<file path="src/rtl/muldiv_pkg.sv">
// Shared types and constants for the RV32M multiply/divide unit.
package muldiv_pkg;

    localparam int ITER = 32;

    typedef enum logic [2:0] {
        OP_MUL    = 3'b000,
        OP_MULH   = 3'b001,
        OP_MULHSU = 3'b010,
        OP_MULHU  = 3'b011,
        OP_DIV    = 3'b100,
        OP_DIVU   = 3'b101,
        OP_REM    = 3'b110,
        OP_REMU   = 3'b111
    } op_t;

    typedef enum logic [1:0] {
        S_IDLE = 2'd0,
        S_CALC = 2'd1,
        S_FIX  = 2'd2,
        S_DONE = 2'd3
    } state_t;

    function automatic logic is_div(input op_t op);
        return op inside {OP_DIV, OP_DIVU, OP_REM, OP_REMU};
    endfunction

endpackage

</file>
<file path="src/rtl/muldiv_unit.sv">
// Iterative RV32M multiply/divide unit: radix-2 shift-add multiply and
// restoring divide on operand magnitudes, with sign fix-up at the end.
// Optional macro MULDIV_FAST_ZERO_EN: a zero operand finishes in 2 cycles.
//
// state | meaning
// ------+-------------------------------------------------------------
// IDLE  | waiting for start; latches op, magnitudes and sign flags
// CALC  | 32 shift-add / restoring-divide iterations, one per clock
// FIX   | sign correction and result selection, result registered
// DONE  | done pulse for one cycle, then back to IDLE
module muldiv_unit
    import muldiv_pkg::*;
#(
    parameter int WIDTH = 32
) (
    input  logic             clk,
    input  logic             rst,
    input  logic             start,
    input  logic [2:0]       funct3,
    input  logic [WIDTH-1:0] rs1,
    input  logic [WIDTH-1:0] rs2,
    output logic             busy,
    output logic             done,
    output logic [WIDTH-1:0] result
);

    state_t             state;
    state_t             state_nxt;
    op_t                op_in;
    op_t                op_q;
    logic               sa_in;
    logic               sb_in;
    logic               neg_in;
    logic [WIDTH-1:0]   a_mag_in;
    logic [WIDTH-1:0]   b_mag_in;
    logic [WIDTH-1:0]   opnd_in;
    logic [2*WIDTH-1:0] acc_init;

    logic [WIDTH-1:0]   opnd;
    logic [2*WIDTH-1:0] acc;
    logic [5:0]         cnt;
    logic               neg_q;
    logic               div_zero_q;

    logic               last_iter;
    logic               accept;
    logic               fast_take;
    logic               fast_pend;

    logic [WIDTH:0]     mul_sum;
    logic [2*WIDTH-1:0] mul_step;
    logic [WIDTH:0]     div_shift;
    logic [WIDTH-1:0]   div_diff;
    logic               div_ok;
    logic [2*WIDTH-1:0] div_step;

    logic [2*WIDTH-1:0] prod;
    logic [WIDTH-1:0]   quo;
    logic [WIDTH-1:0]   rem;
    logic [WIDTH-1:0]   fix_res;

    assign op_in     = op_t'(funct3);
    assign last_iter = (cnt == 6'(ITER - 1));
    assign accept    = (state == S_IDLE) && start && !fast_pend;

    // Signedness of the requested op, operand magnitudes and result sign.
    always_comb begin
        sa_in = 1'b0;
        sb_in = 1'b0;
        case (op_in)
            OP_MULH, OP_DIV, OP_REM: begin
                sa_in = rs1[WIDTH-1];
                sb_in = rs2[WIDTH-1];
            end
            OP_MULHSU: sa_in = rs1[WIDTH-1];
            default: ;
        endcase
        a_mag_in = sa_in ? -rs1 : rs1;
        b_mag_in = sb_in ? -rs2 : rs2;
        // The remainder follows the dividend; everything else is sign(a)^sign(b).
        neg_in   = (op_in == OP_REM) ? sa_in : (sa_in ^ sb_in);
        // Multiply: acc low half holds the multiplier, opnd is the multiplicand.
        // Divide: acc low half holds the dividend, opnd is the divisor.
        if (is_div(op_in)) begin
            opnd_in  = b_mag_in;
            acc_init = {{WIDTH{1'b0}}, a_mag_in};
        end else begin
            opnd_in  = a_mag_in;
            acc_init = {{WIDTH{1'b0}}, b_mag_in};
        end
    end

`ifdef MULDIV_FAST_ZERO_EN
    logic [WIDTH-1:0] fast_res;

    assign fast_take = (rs1 == '0) || (rs2 == '0);

    // Closed-form result for a zero operand: product is 0, quotient/remainder
    // follow the divide-by-zero rules or are 0 for a zero dividend.
    always_comb begin
        fast_res = '0;
        if (rs2 == '0) begin
            case (op_in)
                OP_DIV, OP_DIVU: fast_res = {WIDTH{1'b1}};
                OP_REM, OP_REMU: fast_res = rs1;
                default:         fast_res = '0;
            endcase
        end
    end

    // One-cycle hold so the fast done pulse lands two cycles after start.
    always_ff @(posedge clk) begin
        if (rst) begin
            fast_pend <= 1'b0;
        end else begin
            fast_pend <= accept && fast_take;
        end
    end
`else
    assign fast_take = 1'b0;
    assign fast_pend = 1'b0;
`endif

    // One iteration of shift-add multiply and of restoring divide.
    always_comb begin
        mul_sum   = {1'b0, acc[2*WIDTH-1:WIDTH]} + (acc[0] ? {1'b0, opnd} : '0);
        mul_step  = {mul_sum, acc[WIDTH-1:1]};
        div_shift = {acc[2*WIDTH-1:WIDTH], acc[WIDTH-1]};
        div_ok    = (div_shift >= {1'b0, opnd});
        div_diff  = div_shift[WIDTH-1:0] - opnd;
        if (div_ok) begin
            div_step = {div_diff, acc[WIDTH-2:0], 1'b1};
        end else begin
            div_step = {div_shift[WIDTH-1:0], acc[WIDTH-2:0], 1'b0};
        end
    end

    // Sign correction and result selection applied in FIX.
    always_comb begin
        prod = neg_q ? -acc : acc;
        quo  = neg_q ? -acc[WIDTH-1:0] : acc[WIDTH-1:0];
        rem  = neg_q ? -acc[2*WIDTH-1:WIDTH] : acc[2*WIDTH-1:WIDTH];
        case (op_q)
            OP_MUL:                      fix_res = prod[WIDTH-1:0];
            OP_MULH, OP_MULHSU, OP_MULHU: fix_res = prod[2*WIDTH-1:WIDTH];
            // Magnitude divide by zero yields all ones; force it past the negate.
            OP_DIV, OP_DIVU:             fix_res = div_zero_q ? {WIDTH{1'b1}} : quo;
            default:                     fix_res = rem;
        endcase
    end

    // State register.
    always_ff @(posedge clk) begin
        if (rst) begin
            state <= S_IDLE;
        end else begin
            state <= state_nxt;
        end
    end

    // Next-state and status outputs.
    always_comb begin
        state_nxt = state;
        busy      = 1'b0;
        done      = 1'b0;
        case (state)
            S_IDLE: begin
                if (fast_pend) begin
                    state_nxt = S_DONE;
                end else if (accept && !fast_take) begin
                    state_nxt = S_CALC;
                end
            end
            S_CALC: begin
                busy = 1'b1;
                if (last_iter) begin
                    state_nxt = S_FIX;
                end
            end
            S_FIX: begin
                busy      = 1'b1;
                state_nxt = S_DONE;
            end
            S_DONE: begin
                done      = 1'b1;
                state_nxt = S_IDLE;
            end
            default: state_nxt = S_IDLE;
        endcase
    end

    // Operand capture, iteration datapath and result register.
    always_ff @(posedge clk) begin
        if (rst) begin
            op_q       <= OP_MUL;
            opnd       <= '0;
            acc        <= '0;
            cnt        <= '0;
            neg_q      <= 1'b0;
            div_zero_q <= 1'b0;
            result     <= '0;
        end else begin
            case (state)
                S_IDLE: begin
                    if (accept) begin
                        op_q       <= op_in;
                        opnd       <= opnd_in;
                        acc        <= acc_init;
                        cnt        <= '0;
                        neg_q      <= neg_in;
                        div_zero_q <= (rs2 == '0);
`ifdef MULDIV_FAST_ZERO_EN
                        if (fast_take) begin
                            result <= fast_res;
                        end
`endif
                    end
                end
                S_CALC: begin
                    acc <= is_div(op_q) ? div_step : mul_step;
                    cnt <= (cnt == 6'(ITER)) ? cnt : cnt + 6'd1;
                end
                S_FIX: begin
                    result <= fix_res;
                end
                default: ;
            endcase
        end
    end

endmodule
</file>
<file path="config.mk">
export PLATFORM = sky130hd
export DESIGN_NAME = muldiv_unit
export DESIGN_NICKNAME = d
export VERILOG_FILES = /design/src/rtl/muldiv_pkg.sv /design/src/rtl/muldiv_unit.sv
export SDC_FILE = /design/constraint.sdc
export NUM_CORES = 1
export LEC_CHECK = 0
export BUFFER_PORTS_ARGS = -buffer_cell sky130_fd_sc_hd__buf_2
export CAP_MARGIN = 20
export CORE_UTILIZATION = 30
export DETAILED_ROUTE_END_ITERATION = 10
export PLACE_DENSITY_LB_ADDON = 0.2
export SLEW_MARGIN = 20
export SYNTH_ARGS = -nofsm -noshare
export SYNTH_HDL_FRONTEND = slang
export SYNTH_SLANG_ARGS = --single-unit
</file>
<file path="constraint.sdc">
create_clock -name clk -period 3.7 [get_ports clk]
set_input_delay 0.74 -clock clk [delete_from_list [all_inputs] [get_ports clk]]
set_output_delay 0.74 -clock clk [all_outputs]
set_load 0.1 [all_outputs]
</file>
* Word level (Yosys, flattened, before mapping) *
Index checks and enable logic that the tools add are counted.

word-level totals
  output and inout port bits = 34
  flip-flop bits (word level) = 141
  input port bits = 70
  logic and storage cells = 80

operators by class
  order comparisons = 1
  $add $sub $neg = 8
  bitwise gates (word level) = 1
  reduce and logical (&&, ||, !) cells = 16
  multiplexer cells = 25
  eq/ne operators = 21

operator list
  cell                 number
  $mux 32              8
  $mux 64              4
  $neg 32->32          4
  $pmux 64 s2          1
  $pmux 32 s3          1
  $neg 64->64          1
  $add 32x32->33       1
  $ge 33x32->1         1
  $logic_not 32->1     1
  $sub 32x32->32       1
  $eq 3x3->1 const B   8
  $mux 6               2
  $pmux 6 s2           1
  $eq 3x2->1 const B   3
  $pmux 2 s4           1
  $reduce_bool 4->1    2
  $add 6x1->6 const B  1
  $eq 3x1->1 const B   2
  $eq 6x5->1 const B   1
  $eq 6x6->1 const B   1
  $ne 2x2->1 const B   3
  $reduce_and 2->1     3
  $reduce_or 3->1      2
  $mux 1               5
  11 further kinds     14

* Longest topological paths before layout *
Gate-level depths: netlist (run 1).

  word-level depth = 7
  depth in mapped cells = 14
  mapped depth without buffers = 13

* Worst setup path after synthesis (run 1) *
Ideal clock, no wire load.

  path kind = input port to flip-flop
  from = input rs1[12]
  to = register opnd[22]
  stages on the path = 9
  arrival time = 3225 ps
  slack = 405 ps
  required time = 3630 ps
  buffers on the path = 0
  library setup time = 70 ps
  cell sequence = or4_4 or4_4 or3_4 o41ai_4 o21ai_0 xor2_1 nor2_1 or3_1 a21oi_1

on the way
  longest elaborated chain between the ends = 3

RTL lines
  element                 line                text
  start: declaration      muldiv_unit.sv:20   input logic [WIDTH-1:0] rs1,
  $neg 32->32             muldiv_unit.sv:78   a_mag_in = sa_in ? -rs1 : rs1;
  $mux 32                 muldiv_unit.sv:78
  $mux 32                 muldiv_unit.sv:84   if (is_div(op_in)) begin
  end signal: assignment  muldiv_unit.sv:207  opnd <= opnd_in;
  end: declaration        muldiv_unit.sv:39   logic [WIDTH-1:0] opnd;

No other way between the ends.
A chain may end at the register's enable or synchronous reset.

* Worst setup path in the final report (run 1) *
  from = register acc[32]
  to = register acc[58]

on the way
  longest elaborated chain between the ends = 4
  elaborated cells between the ends (all ways) = 6
  those cells by class = add/sub: 2; order compare: 1; mux: 3

RTL lines
  element                                                line                                    text
  start: declaration                                     muldiv_unit.sv:40                       logic [2*WIDTH-1:0] acc;
  start signal: assignment                               muldiv_unit.sv:208                      acc <= acc_init;
  start signal: assignment                               muldiv_unit.sv:220                      acc <= is_div(op_q) ? div_step : mul_step;
  $sub 32x32->32 / $ge 33x32->1 (equally long branches)  muldiv_unit.sv:130, muldiv_unit.sv:129
  $mux 64                                                muldiv_unit.sv:131                      if (div_ok) begin
  $mux 64 *                                              muldiv_unit.sv:220
  $pmux 64 s2 *                                          muldiv_unit.sv:203                      case (state)

Mark *: on every way between the ends. The rest lies on a longest branch, timed or not.

==> results of run 1 <==
==> metrics by stage <==
step	setup slack, ps	std cells	hold slack [ps]	instance area (sq um)	total power, uW
2_1_floorplan	405.0	1974	431.9	14020	6627
4_1_cts	270.2	2662	443.6	16130	10690
3_5_place_dp	222.5	2630	433.8	15480	8728
6_report	297.4	2662	437.8	16130	10790
3_3_place_gp	227.5	2630	431.9	15480	8695
5_1_grt	3.342	2662	457.2	16130	11450
==> routing by layer <==
layer | vias up | part of all wire, %
met5 | - | 0
met4 | 0 | 2.1
met3 | 69 | 5.9
met2 | 535 | 46
met1 | 7237 | 46
li1 | 7284 | -
==> flip-flops by register name (all words and copies together), names as in the netlist <==
signal and cells:
state 2, cnt 6, result 32, op_q 3, opnd 32, neg_q 1
div_zero_q 1, acc 64
==> worst max-delay path: cells and delay by family, from the launching register on <==
family                     cells  cell delay, ps
buffers and inverters          1             210
and+or+nand+nor                5            1560
AOI/OAI and AO/OA              3             620
adders and majority gates      1             350
DFF                            1             600
==> path summary, 6_finish.rpt <==
kind / to / slack, ps / cells after the start / startpoint
max reg2reg: acc[58] / 300 / 10 / acc[32]
min reg2reg: result[3] / 440 / 2 / result[3]
min: result[3] / 440 / 2 / result[3]
max: acc[58] / 300 / 10 / acc[32]
==> cell families (layout without fill, tap and decap cells) <==
family                     count (synthesis)  after routing  share of synthesized area (%)
and+or+nand+nor                          680            680                          22.28
AOI/OAI and AO/OA                        613            613                          28.50
buffers and inverters                    213            301                          5.846
xor gates and xnor gates                 190            190                          11.87
DFF                                      141            141                          20.13
adders and majority gates                 76             76                          6.890
muxes                                     61             61                          4.489
==> power breakdown <==
part	total, uW	internal (uW)	switching (uW)
logic	6470	2160	4320
registers	2360	1870	491
clock network	1950	1160	787
==> area by class of cell <==
type	count	area, sq um
Clock buffer	18	439.2
Multi-Input combinational cell	1620	10400
Sequential cell	141	2825
Timing Repair Buffer	199	1251
Inverter	70	262.8
Tap cell	600	750.7
Clock inverter	14	205.2
Fill cell	4933	29640
==> cell usage after synthesis, types with 10 or more instances <==
library cell | count | area share (%)
dfxtp_1 | 141 | 20
a31oi_1 | 15 | 0.67
o41ai_1 | 18 | 1.1
mux2i_1 | 46 | 3.3
o221ai_1 | 15 | 0.94
a221oi_1 | 15 | 0.94
a22o_1 | 10 | 0.62
nand4_1 | 19 | 0.85
nand2_1 | 235 | 6.3
nand2b_1 | 11 | 0.49
and2_1 | 12 | 0.54
o211ai_1 | 23 | 1.2
a21oi_1 | 163 | 5.8
or4_1 | 14 | 0.75
o21ai_0 | 140 | 5.0
a211oi_1 | 47 | 2.5
nor2_1 | 206 | 5.5
a22oi_1 | 23 | 1.2
nor2b_1 | 12 | 0.54
nor3_1 | 57 | 2.0
clkbuf_1 | 112 | 3.0
buf_2 | 10 | 0.36
or3_1 | 19 | 0.85
xor2_1 | 110 | 6.9
ha_1 | 74 | 6.6
o31ai_1 | 26 | 1.4
o22ai_1 | 10 | 0.45
nand3_1 | 44 | 1.6
xnor2_1 | 80 | 5.0
mux2_2 | 15 | 1.2
a21o_1 | 31 | 1.7
inv_1 | 70 | 1.9
nor4_1 | 17 | 0.76
buf_1 | 19 | 0.51
==> what timing repair did <==
action,in CTS,in global routing
hold buffers,0,0
endpoints found under the setup margin,0,1
resized for setup,0,1
==> cell usage in the layout (no fill, tap or decap), drive strengths merged, types with 5 or more instances in the layout <==
| cell | netlist | routed |
|---|---|---|
| nand2 | 235 | 235 |
| nor2 | 206 | 206 |
| buf | 31 | 199 |
| a21oi | 163 | 163 |
| o21ai | 147 | 147 |
| dfxtp | 141 | 141 |
| xor2 | 110 | 110 |
| xnor2 | 80 | 80 |
| inv | 70 | 75 |
| ha | 74 | 74 |
| nor3 | 60 | 60 |
| a211oi | 47 | 47 |
| mux2i | 46 | 46 |
| nand3 | 44 | 44 |
| a21o | 31 | 31 |
| o31ai | 27 | 27 |
| a22oi | 23 | 23 |
| o211ai | 23 | 23 |
| or3 | 21 | 21 |
| nand4 | 19 | 19 |
| o41ai | 19 | 19 |
| clkbuf | 112 | 18 |
| nor4 | 17 | 17 |
| or4 | 17 | 17 |
| o221ai | 15 | 15 |
| a31oi | 15 | 15 |
| mux2 | 15 | 15 |
| a221oi | 15 | 15 |
| and2 | 12 | 12 |
| nor2b | 12 | 12 |
| nand2b | 11 | 11 |
| a22o | 10 | 10 |
| o22ai | 10 | 10 |
| o21a | 8 | 8 |
| o21bai | 7 | 7 |
| or2 | 7 | 7 |
| o31a | 6 | 6 |
| a311oi | 5 | 5 |
| a211o | 5 | 5 |
==> metrics.md, run 1 <==
| Metric | Value |
|---|---|
| Crit path DAT | 3800 ps |
| Crit-path cells | ha_1, nor2b_1, o21bai_1, nand4b_1, nand4_1, a211oi_1, buf_4, nor3_1, a22oi_1, nand3_1 |
| Peak supply drop | 0.3622 mV |
| DRC viols | 0 |
| Slew Limit Fails | 0 |
| Core area | 0.04577 sq mm |
| GRT busiest layer | met2 |
| Buffers on Ports | 103 |
| Setup Fix Bufs, Post-CTS | 0 |
| Async set-reset flop share out of synthesis | 0% |
| Row count | 78 |
| Max Cap Viol | 0 |
| IO Count | 104 |
| Critical Path RT | 4100 ps |
| Crit-path slowest cell | nor3_1 |
| CP endpoint kind | register |
| Initial antenna violation count | 0 |
| Status | complete, no violations |
| GR Util met1 | 32.63% |
| Minimum clock period after layout | 3403 ps |
| Starting DRT DRC Count | 1525 |
| H-tree depth | 4 |
| Worst setup SP type | register |
| Met2 Use GR | 38.65% |
| Clk sinks | 141 |
| Final core utilization | 35.24% |
| Hold Path Class | reg -> reg |
| Die outline width | 218.2 um |
| Met3 Usage GRT | 3.535% |
| Post-Syn Instances | 1974 |
| CTS Buf Count | 17 |
| Clk slew on worst S/H paths | 60 ps |
| Post-Synthesis Cell Area | 0.01402 sq mm |
| Tcrit/Tclk final | 91.96% |
| DP Wirelength | 45080 um |
| Static Leakage | 0.006808 uW |
| Ratio of cells with drive above 1 in the final layout | 13.39% |
| EDFF count, synth | 0 |
| RSZ-0062 raised after global routing | false |
| Layout Skew | 15.05 ps |
| Synth warn | 0 |
| CTS tree | done |
| GP Congestion | 0.9309 |
| Drt wl/cell | 21.42 um |
| Final setup vio count | 0 |
| DRT Wirelength | 57020 um |
| Max_slew headroom | 26.28% |
| Vias per cell | 5.682 |
| First-pass GRT wire length | 87170 um |
| Average size of a mapped cell | 7.102 sq um |
| Root buffer cell | clkbuf_16 |
| Die footprint | 0.04760 sq mm |
| Via count | 15130 |
| Ys flop type | dfxtp_1 |
| Yosys reg bits | 141 |
| Area delta synth->final | 15.06% |
| GRT Resource Usage Total | 23.90% |
| Netlist cell types | 77 |
| CP max stage delay | 720 ps |
| Largest net degree at the start of global routing | 63 |
| Pwr Density | 668.6 mW/mm^2 |
| CTS Buffer Depth | 2 |
| Vias in the first global route | 14460 |
| Die Y | 218.2 um |
| Ant diodes | 0 |
| Crit-path max FO | 9 |
| Max Freq | 0.2939 GHz |
| Syn Nets | 2120 |
| Starting Density | 30.63% |
| Critical path type | reg -> reg |
| GRT Residual Overflow | 0 |
| Post-route antenna net violation count | 0 |
| Sequential area share after synthesis | 20.13% |
| Worst-Skew Late Latency | 470 ps |
| Nets | 2195 |
| Setup TNS | 0 ps |
| Worst-Margin Slew | 1106 ps |
| Final Hold Viols | 0 |
| First-pass DRT Iterations | 8 |
No activity file was read; power rests on OpenSTA's default activity.
==> run 2: changes to the inputs <==
--- a/config.mk
+++ b/config.mk
@@ -7,6 +7,7 @@
 export LEC_CHECK = 0
 export BUFFER_PORTS_ARGS = -buffer_cell sky130_fd_sc_hd__buf_2
 export CAP_MARGIN = 20
+export CORE_MARGIN = 2
 export CORE_UTILIZATION = 30
 export DETAILED_ROUTE_END_ITERATION = 10
 export PLACE_DENSITY_LB_ADDON = 0.2
==> run 2 against run 1 <==
Compared with the run above: via count grew 0.22%; routed wire length grew 0.52%; sequential share of layout area is essentially flat; critical path depth grew 4; combinational power grew 1%; maximum frequency shrank 2.0%; final area grew 0.19%; die area grew 1.8%; non-clock buffer count grew 5.
==> metrics.md, run 2 (synthesis gave the netlist of run 1 again) <==
| Metric | Value |
|---|---|
| FF-to-FF Start | acc[0] |
| H-tree depth | 4 (unchanged) |
| Max Cap Viol | 0 (unchanged) |
| Starting Density | 30.24% (-0.39 points) |
| Largest net degree at the start of global routing | 77 (+22%) |
| Drt wl/cell | 21.43 um (about the same) |
| Via count | 15160 (+0.22%) |
| Critical path type | reg -> reg |
| Critical Path RT | 4040 ps (-60 ps) |
| Buffers on Ports | 103 (unchanged) |
| Area delta synth->final | 15.29% |
| Die outline width | 220.2 um (+0.92%) |
| Top flop regs | acc x64, opnd x32, result x32 |
| Core area | 0.04636 sq mm (+1.3%) |
| Commonest non-fill, non-tap cells in the layout | 235 x nand2_1, 203 x nor2_1, 163 x a21oi_1 |
| Pre-CTS WS | 215.7 ps (-6.817 ps) |
| Minimum clock period after layout | 3474 ps (+71.05 ps) |
| Crit path DAT | 3810 ps (about the same) |
| Starting DRT DRC Count | 1390 (-8.9%) |
| Clk slew on worst S/H paths | 70 ps (about the same) |
| Clk sinks | 141 (unchanged) |
| Ratio of cells with drive above 1 in the final layout | 13.45% (+0.064 points) |
| Final Hold Viols | 0 (unchanged) |
| Worst setup SP type | register |
| Worst r2r path cells | 14 (+4) |
| Final Worst Setup Slack | 226.4 ps (-71.05 ps) |
| DRT Wirelength | 57320 um (+0.52%) |
| Pwr Density | 664.1 mW/mm^2 (-0.68%) |
| Worst-Margin Slew | 1100 ps (-5.320 ps) |
| DRC viols | 0 (unchanged) |
| DP Wirelength | 45090 um (about the same) |
| Crit path launch | acc[0] |
| CP endpoint kind | register |
| Initial antenna violation count | 0 (unchanged) |
| Hold_buf cts | 0 (unchanged) |
| Row count | 79 (+1.3%) |
| GRT Resource Usage Total | 23.69% (-0.22 points) |
| Max Freq | 0.2879 GHz (-2.0%) |
| Die Y | 220.2 um (+0.92%) |
| Static Leakage | 0.006824 uW (+0.25%) |
| Post-route antenna net violation count | 0 (unchanged) |
| Largest register FFs | 64 (unchanged) |
| Worst Setup EP | acc[55] |
| FF-to-FF End | acc[55] |
| Die footprint | 0.04848 sq mm (+1.8%) |
| GRT Residual Overflow | 0 (unchanged) |
| Final setup vio count | 0 (unchanged) |
| Tcrit/Tclk final | 93.88% (+1.9 points) |
| Commonest non-fill, non-tap cell in the layout | nand2_1 |
| Final core utilization | 34.87% (-0.38 points) |
| Post-CTS Resized | 0 (unchanged) |
| Hold Path Class | reg -> reg |
| Max_slew headroom | 26.64% (+0.35 points) |
| RSZ-0062 raised after global routing | false |
| CTS tree | done |
| Slew Limit Fails | 0 (unchanged) |
| Vias per cell | 5.669 (-0.22%) |
| Setup TNS | 0 ps (unchanged) |
| CTS Buffer Depth | 2 (unchanged) |
| Crit-path max FO | 6 (-3) |
| Status | complete, no violations |
| First-pass DRT Iterations | 5 (-3) |
| Pwr Total | 10730 uW (-0.49%) |
| First-pass GRT wire length | 87240 um (about the same) |
| R2R setup slack | 230 ps (-70 ps) |
| Root buffer cell | clkbuf_16 |
| Register with the most flip-flops | acc |
| Worst-Skew Late Latency | 460 ps (about the same) |
| Fin Hold WS | 441.5 ps (+3.657 ps) |
| Vias in the first global route | 14430 (-0.24%) |
| Peak supply drop | 0.3257 mV (-10%) |
| Ant diodes | 0 (unchanged) |
| Setup Fix Bufs, Post-CTS | 0 (unchanged) |
| GP Congestion | 0.9144 (-1.8%) |
| IO Count | 104 (unchanged) |
| Nets | 2200 (+0.23%) |
| CTS Buf Count | 17 (unchanged) |
| Layout Skew | 18.86 ps (+3.815 ps) |
run 2: cell count changes in the layout (fill, tap and decap cells not counted), moves of 2 or more:
cell,before,now
buf_12,1,4
buf_4,96,98
clkbuf_1,0,3
clkinv_4,3,1
run 2: power by group:
group          switching, uW  internal, uW  total [uW]
registers                463          1870        2340
logic                   4370          2190        6560
clock network            768          1070        1830
total                   5600          5130       10700
run 2: area by class of cell:
cell class	count	area, sq um
Inverter	70	262.8
Fill cell	4948	30200
Multi-Input combinational cell	1620	10390
Clock buffer	20	436.7
Clock inverter	12	158.9
Sequential cell	141	2825
Timing Repair Buffer	204	1326
Tap cell	607	759.5
run 2: routing by layer:
metal | wire length (um) | share of wire, % | global-route usage (%)
met5 | 0 | 0 | 0
met3 | 3547 | 6.2 | 3.821
met1 | 25970 | 45 | 31.92
met4 | 2393 | 4.2 | 10.38
met2 | 25410 | 44 | 37.26
run 2: stage by stage:
stage / instances / cell area, sq um
after global routing: 2674 / 16160
final: 2674 / 16160
after floorplan: 1974 / 14020
after detailed placement: 2642 / 15570
after global placement: 2642 / 15570
after CTS: 2674 / 16160
run 2: how the worst min path moves through the flow:
| stage | start | end | slack (ps) | cells past startpoint |
|---|---|---|---|---|
| 2_1_floorplan | opnd[22] | opnd[22] | 430 | 2 |
| 3_3_place_gp | result[1] | result[1] | 430 | 2 |
| 3_5_place_dp | result[31] | result[31] | 440 | 2 |
| 4_1_cts | result[31] | result[31] | 450 | 2 |
| 5_1_grt | result[3] | result[3] | 460 | 2 |
| 6_report | result[4] | result[4] | 440 | 2 |
run 2: worst max-delay path, stage by stage, from the launching register on:
cell      delay [ps]
dfxtp_1          330
buf_4            150
and2_1           130
ha_1             190
inv_1             70
fa_1             390
nand2b_1         200
a211oi_1         340
o21ai_0          270
a22oi_1          290
a21oi_1          180
o31a_1           260
o32ai_1          120
nand2_1          140
a221o_1          270
==> run 3: changes to the inputs <==
--- a/config.mk
+++ b/config.mk
@@ -5,12 +5,14 @@
 export SDC_FILE = /design/constraint.sdc
 export NUM_CORES = 1
 export LEC_CHECK = 0
+export ABC_AREA = 1
 export BUFFER_PORTS_ARGS = -buffer_cell sky130_fd_sc_hd__buf_2
 export CAP_MARGIN = 20
 export CORE_MARGIN = 2
 export CORE_UTILIZATION = 30
 export DETAILED_ROUTE_END_ITERATION = 10
 export PLACE_DENSITY_LB_ADDON = 0.2
+export SKIP_CTS_REPAIR_TIMING = 1
 export SLEW_MARGIN = 20
 export SYNTH_ARGS = -nofsm -noshare
 export SYNTH_HDL_FRONTEND = slang
==> run 3 against run 2 <==
Compared with the run above: flip-flop and latch count did not move; total power rose by 34%; critical path depth fell by 5; sequential power rose by 2%; largest power group unchanged.
==> metrics.md, run 3 <==
| Metric | Value |
|---|---|
| Layout Skew | 15.28 ps (-3.584 ps) |
| Fin Hold WS | 459.4 ps (+17.90 ps) |
| H-tree depth | 4 (unchanged) |
| Crit-path max FO | 11 (+5) |
| Setup TNS | 0 ps (unchanged) |
| Multi-input gate area | 0.01214 sq mm (+17%) |
| Hold_sp | result[24] |
| Pre-CTS WS | 643.1 ps (+427.4 ps) |
| Crit-path slowest cell | nor2_1 |
| Slew Limit Fails | 0 (unchanged) |
| Top flop regs | acc x64, opnd x32, result x32 |
| XOR/XNOR Fraction of Synth Area | 3.908% (-8.0 points) |
| GP Congestion | 0.9995 (+9.3%) |
| Post-Synthesis Cell Area | 0.01726 sq mm (+23%) |
| Register area | 0.002825 sq mm (unchanged) |
| Max Freq | 0.3452 GHz (+20%) |
| Netlist cell types | 60 (-22%) |
| RSZ-0062 raised after global routing | false |
| Synth Area in Adders | 5.598% (-1.3 points) |
| Crit path DAT | 3240 ps (-570 ps) |
| Root buffer cell | clkbuf_16 |
| Pwr Total | 14350 uW (+34%) |
| Die outline width | 243.8 um (+11%) |
| Syn Nets | 3304 (+56%) |
| Post-route antenna net violation count | 0 (unchanged) |
| CP max stage delay | 840 ps (+450 ps) |
| Starting Density | 30.48% (+0.24 points) |
| Largest family of logic cells by synthesized area | simple AND/OR/NAND/NOR gates |
| CP endpoint kind | register |
| Yosys reg bits | 141 (unchanged) |
| FF-to-FF Start | op_q[1] |
| Starting DRT DRC Count | 2267 (+63%) |
| Die footprint | 0.05945 sq mm (+23%) |
| GRT Residual Overflow | 0 (unchanged) |
| Sequential area share after synthesis | 16.36% (-3.8 points) |
| Area delta synth->final | 11.49% |
| Design area | 0.01924 sq mm (+19%) |
| Vias per cell | 5.155 (-9.1%) |
| Via count | 20600 (+36%) |
| Compound-Gate Fraction of Synth Area | 17.96% (-11 points) |
| Mux cell area share after synthesis | 0% (-4.5 points) |
| Commonest non-fill, non-tap cell in the layout | nand2_1 |
| Status | complete, no violations |
| DRT Wirelength | 78170 um (+36%) |
| Initial antenna violation count | 0 (unchanged) |
| Final Hold Viols | 0 (unchanged) |
| Average size of a mapped cell | 5.464 sq um (-23%) |
| Hold Path Class | reg -> reg |
| Crit-path cells | inv_2, nand2_1, nor2_1, nor2_1, inv_1, a21oi_1, o21ai_1, nand2_1, a21oi_1 |
| Minimum clock period after layout | 2897 ps (-576.4 ps) |
| Static Leakage | 0.009595 uW (+41%) |
| CTS Buf Count | 17 (unchanged) |
| Worst-Margin Slew | 1089 ps (-11.68 ps) |
| Row count | 87 (+10%) |
| Synth Area in Simple Gates | 42.85% (+21 points) |
| Most frequent cell after synthesis | nand2_1 |
| Largest register FFs | 64 (unchanged) |
| Register with the most flip-flops | acc |
| Clk slew on worst S/H paths | 70 ps (about the same) |
| Nets | 3373 (+53%) |
| Vias in the first global route | 18870 (+31%) |
| Critical Path RT | 4040 ps (about the same) |
| Post-synth top cells | 941 x nand2_1, 451 x inv_1, 308 x nor2_1, 300 x nand3_1, 254 x a21oi_1 |
| Final Worst Setup Slack | 802.7 ps (+576.4 ps) |
| Clk sinks | 141 (unchanged) |
| Tcrit/Tclk final | 78.30% (-16 points) |
| WP buf/inv | 2 (unchanged) |
| IO Count | 104 (unchanged) |
| Placed cell areas | 0.01863 sq mm (+20%) |
| CTS tree | done |
| EDFF count, synth | 0 (unchanged) |
| Peak supply drop | 0.3623 mV (+11%) |
| Ant diodes | 0 (unchanged) |
| Layout fillers | 6644 (+34%) |
| Worst setup SP type | register |
| CTS Buffer Depth | 2 (unchanged) |
| Yosys top cell by area | nand2_1 |
| DP Wirelength | 64370 um (+43%) |
| Core area | 0.05660 sq mm (+22%) |
| Synth warn | 0 (unchanged) |
| Max_slew headroom | 27.15% (+0.51 points) |
| DRC viols | 0 (unchanged) |
| First-pass GRT wire length | 117300 um (+34%) |
| Pwr Density | 746.1 mW/mm^2 (+12%) |
| Max Cap Viol | 0 (unchanged) |
| Ys flop type | dfxtp_1 |
| Commonest non-fill, non-tap cells in the layout | 941 x nand2_1, 450 x inv_1, 306 x nor2_1 |
| Ratio of cells with drive above 1 in the final layout | 8.920% (-4.5 points) |
| GRT Resource Usage Total | 25.76% (+2.1 points) |
| Synth top area cells | nand2_1 20%, dfxtp_1 16%, inv_1 9.8% |
| Worst-Skew Late Latency | 470 ps (about the same) |
| Final setup vio count | 0 (unchanged) |
| CP delay by family, top | simple AND/OR/NAND/NOR gates |
| Post-Syn Instances | 3158 (+60%) |
| Critical path type | reg -> reg |
| Yosys top cell area share | 20.47% (+0.34 points) |
| Largest net degree at the start of global routing | 66 (-14%) |
| Die Y | 243.8 um (+11%) |
| Crit path launch | op_q[1] |
| Buffers on Ports | 103 (unchanged) |
| Async set-reset flop share out of synthesis | 0% (unchanged) |
| First-pass DRT Iterations | 6 (+1) |
| Drt wl/cell | 19.56 um (-8.7%) |
-- run 3: cell types whose count changed after synthesis, sizes merged, moves of 26 or more --
cell    delta
nand2    +725
inv      +393
nand3    +267
nor2     +128
a21oi     +94
xnor2     -70
o21ai     +60
mux2i     -46
xor2      -43
a211oi    -40
clkbuf    -40
nand4     +33
a21o      -26
-- run 3: metrics by stage --
stage | cells | utilization (%)
final | 3996 | 33.99
after global routing | 3996 | 33.99
after CTS | 3996 | 33.99
after detailed placement | 3964 | 32.91
after global placement | 3964 | 32.91
after floorplan | 3158 | -
-- run 3: logic make-up (layout without fill, tap and decap cells) --
kind of cell / count (synthesis) / after routing
simple gates: 1729 / 1729
buf+inv: 575 / 657
flops: 141 / 141
fa+ha+maj: 76 / 76
compound gates: 560 / 560
xor+xnor: 77 / 77
-- run 3: worst min-delay path: stages, from the launching register on --
cell	delay, ps
dfxtp_1	310
nand2_1	60
a21oi_1	50
-- run 3: layout make-up --
type	instances	share of cell area, %
clock buffers	19	2.354
clock inverters	13	0.8000
inverters	465	9.073
multi-input cells	2442	63.12
flip-flops and latches	141	14.69
well taps	756	4.917
repair buffers	160	5.047
-- run 3: final timing paths --
check	depth (start not counted)	to	slack, ps
worst max-delay path	9	result[21]	800
worst min-delay path	2	result[24]	460
worst max register to register	9	result[21]	800
worst min register to register	2	result[24]	460
-- run 3: power by group --
group / leakage [uW] / total [uW] / switching (uW) / internal [uW]
Sequential: 0.00115 / 2390 / 497 / 1900
Clock: 0.000302 / 1850 / 807 / 1040
Combinational: 0.00814 / 10100 / 7360 / 2740
Total: 0.00960 / 14400 / 8670 / 5690
-- run 3: layer usage --
metal | wire length [um] | GRT usage (%) | part of all wire, %
met1 | 36180 | 36.23 | 46
met4 | 2920 | 10.13 | 3.7
met2 | 33750 | 39.62 | 43
met5 | 0 | 0 | 0
met3 | 5326 | 3.338 | 6.8
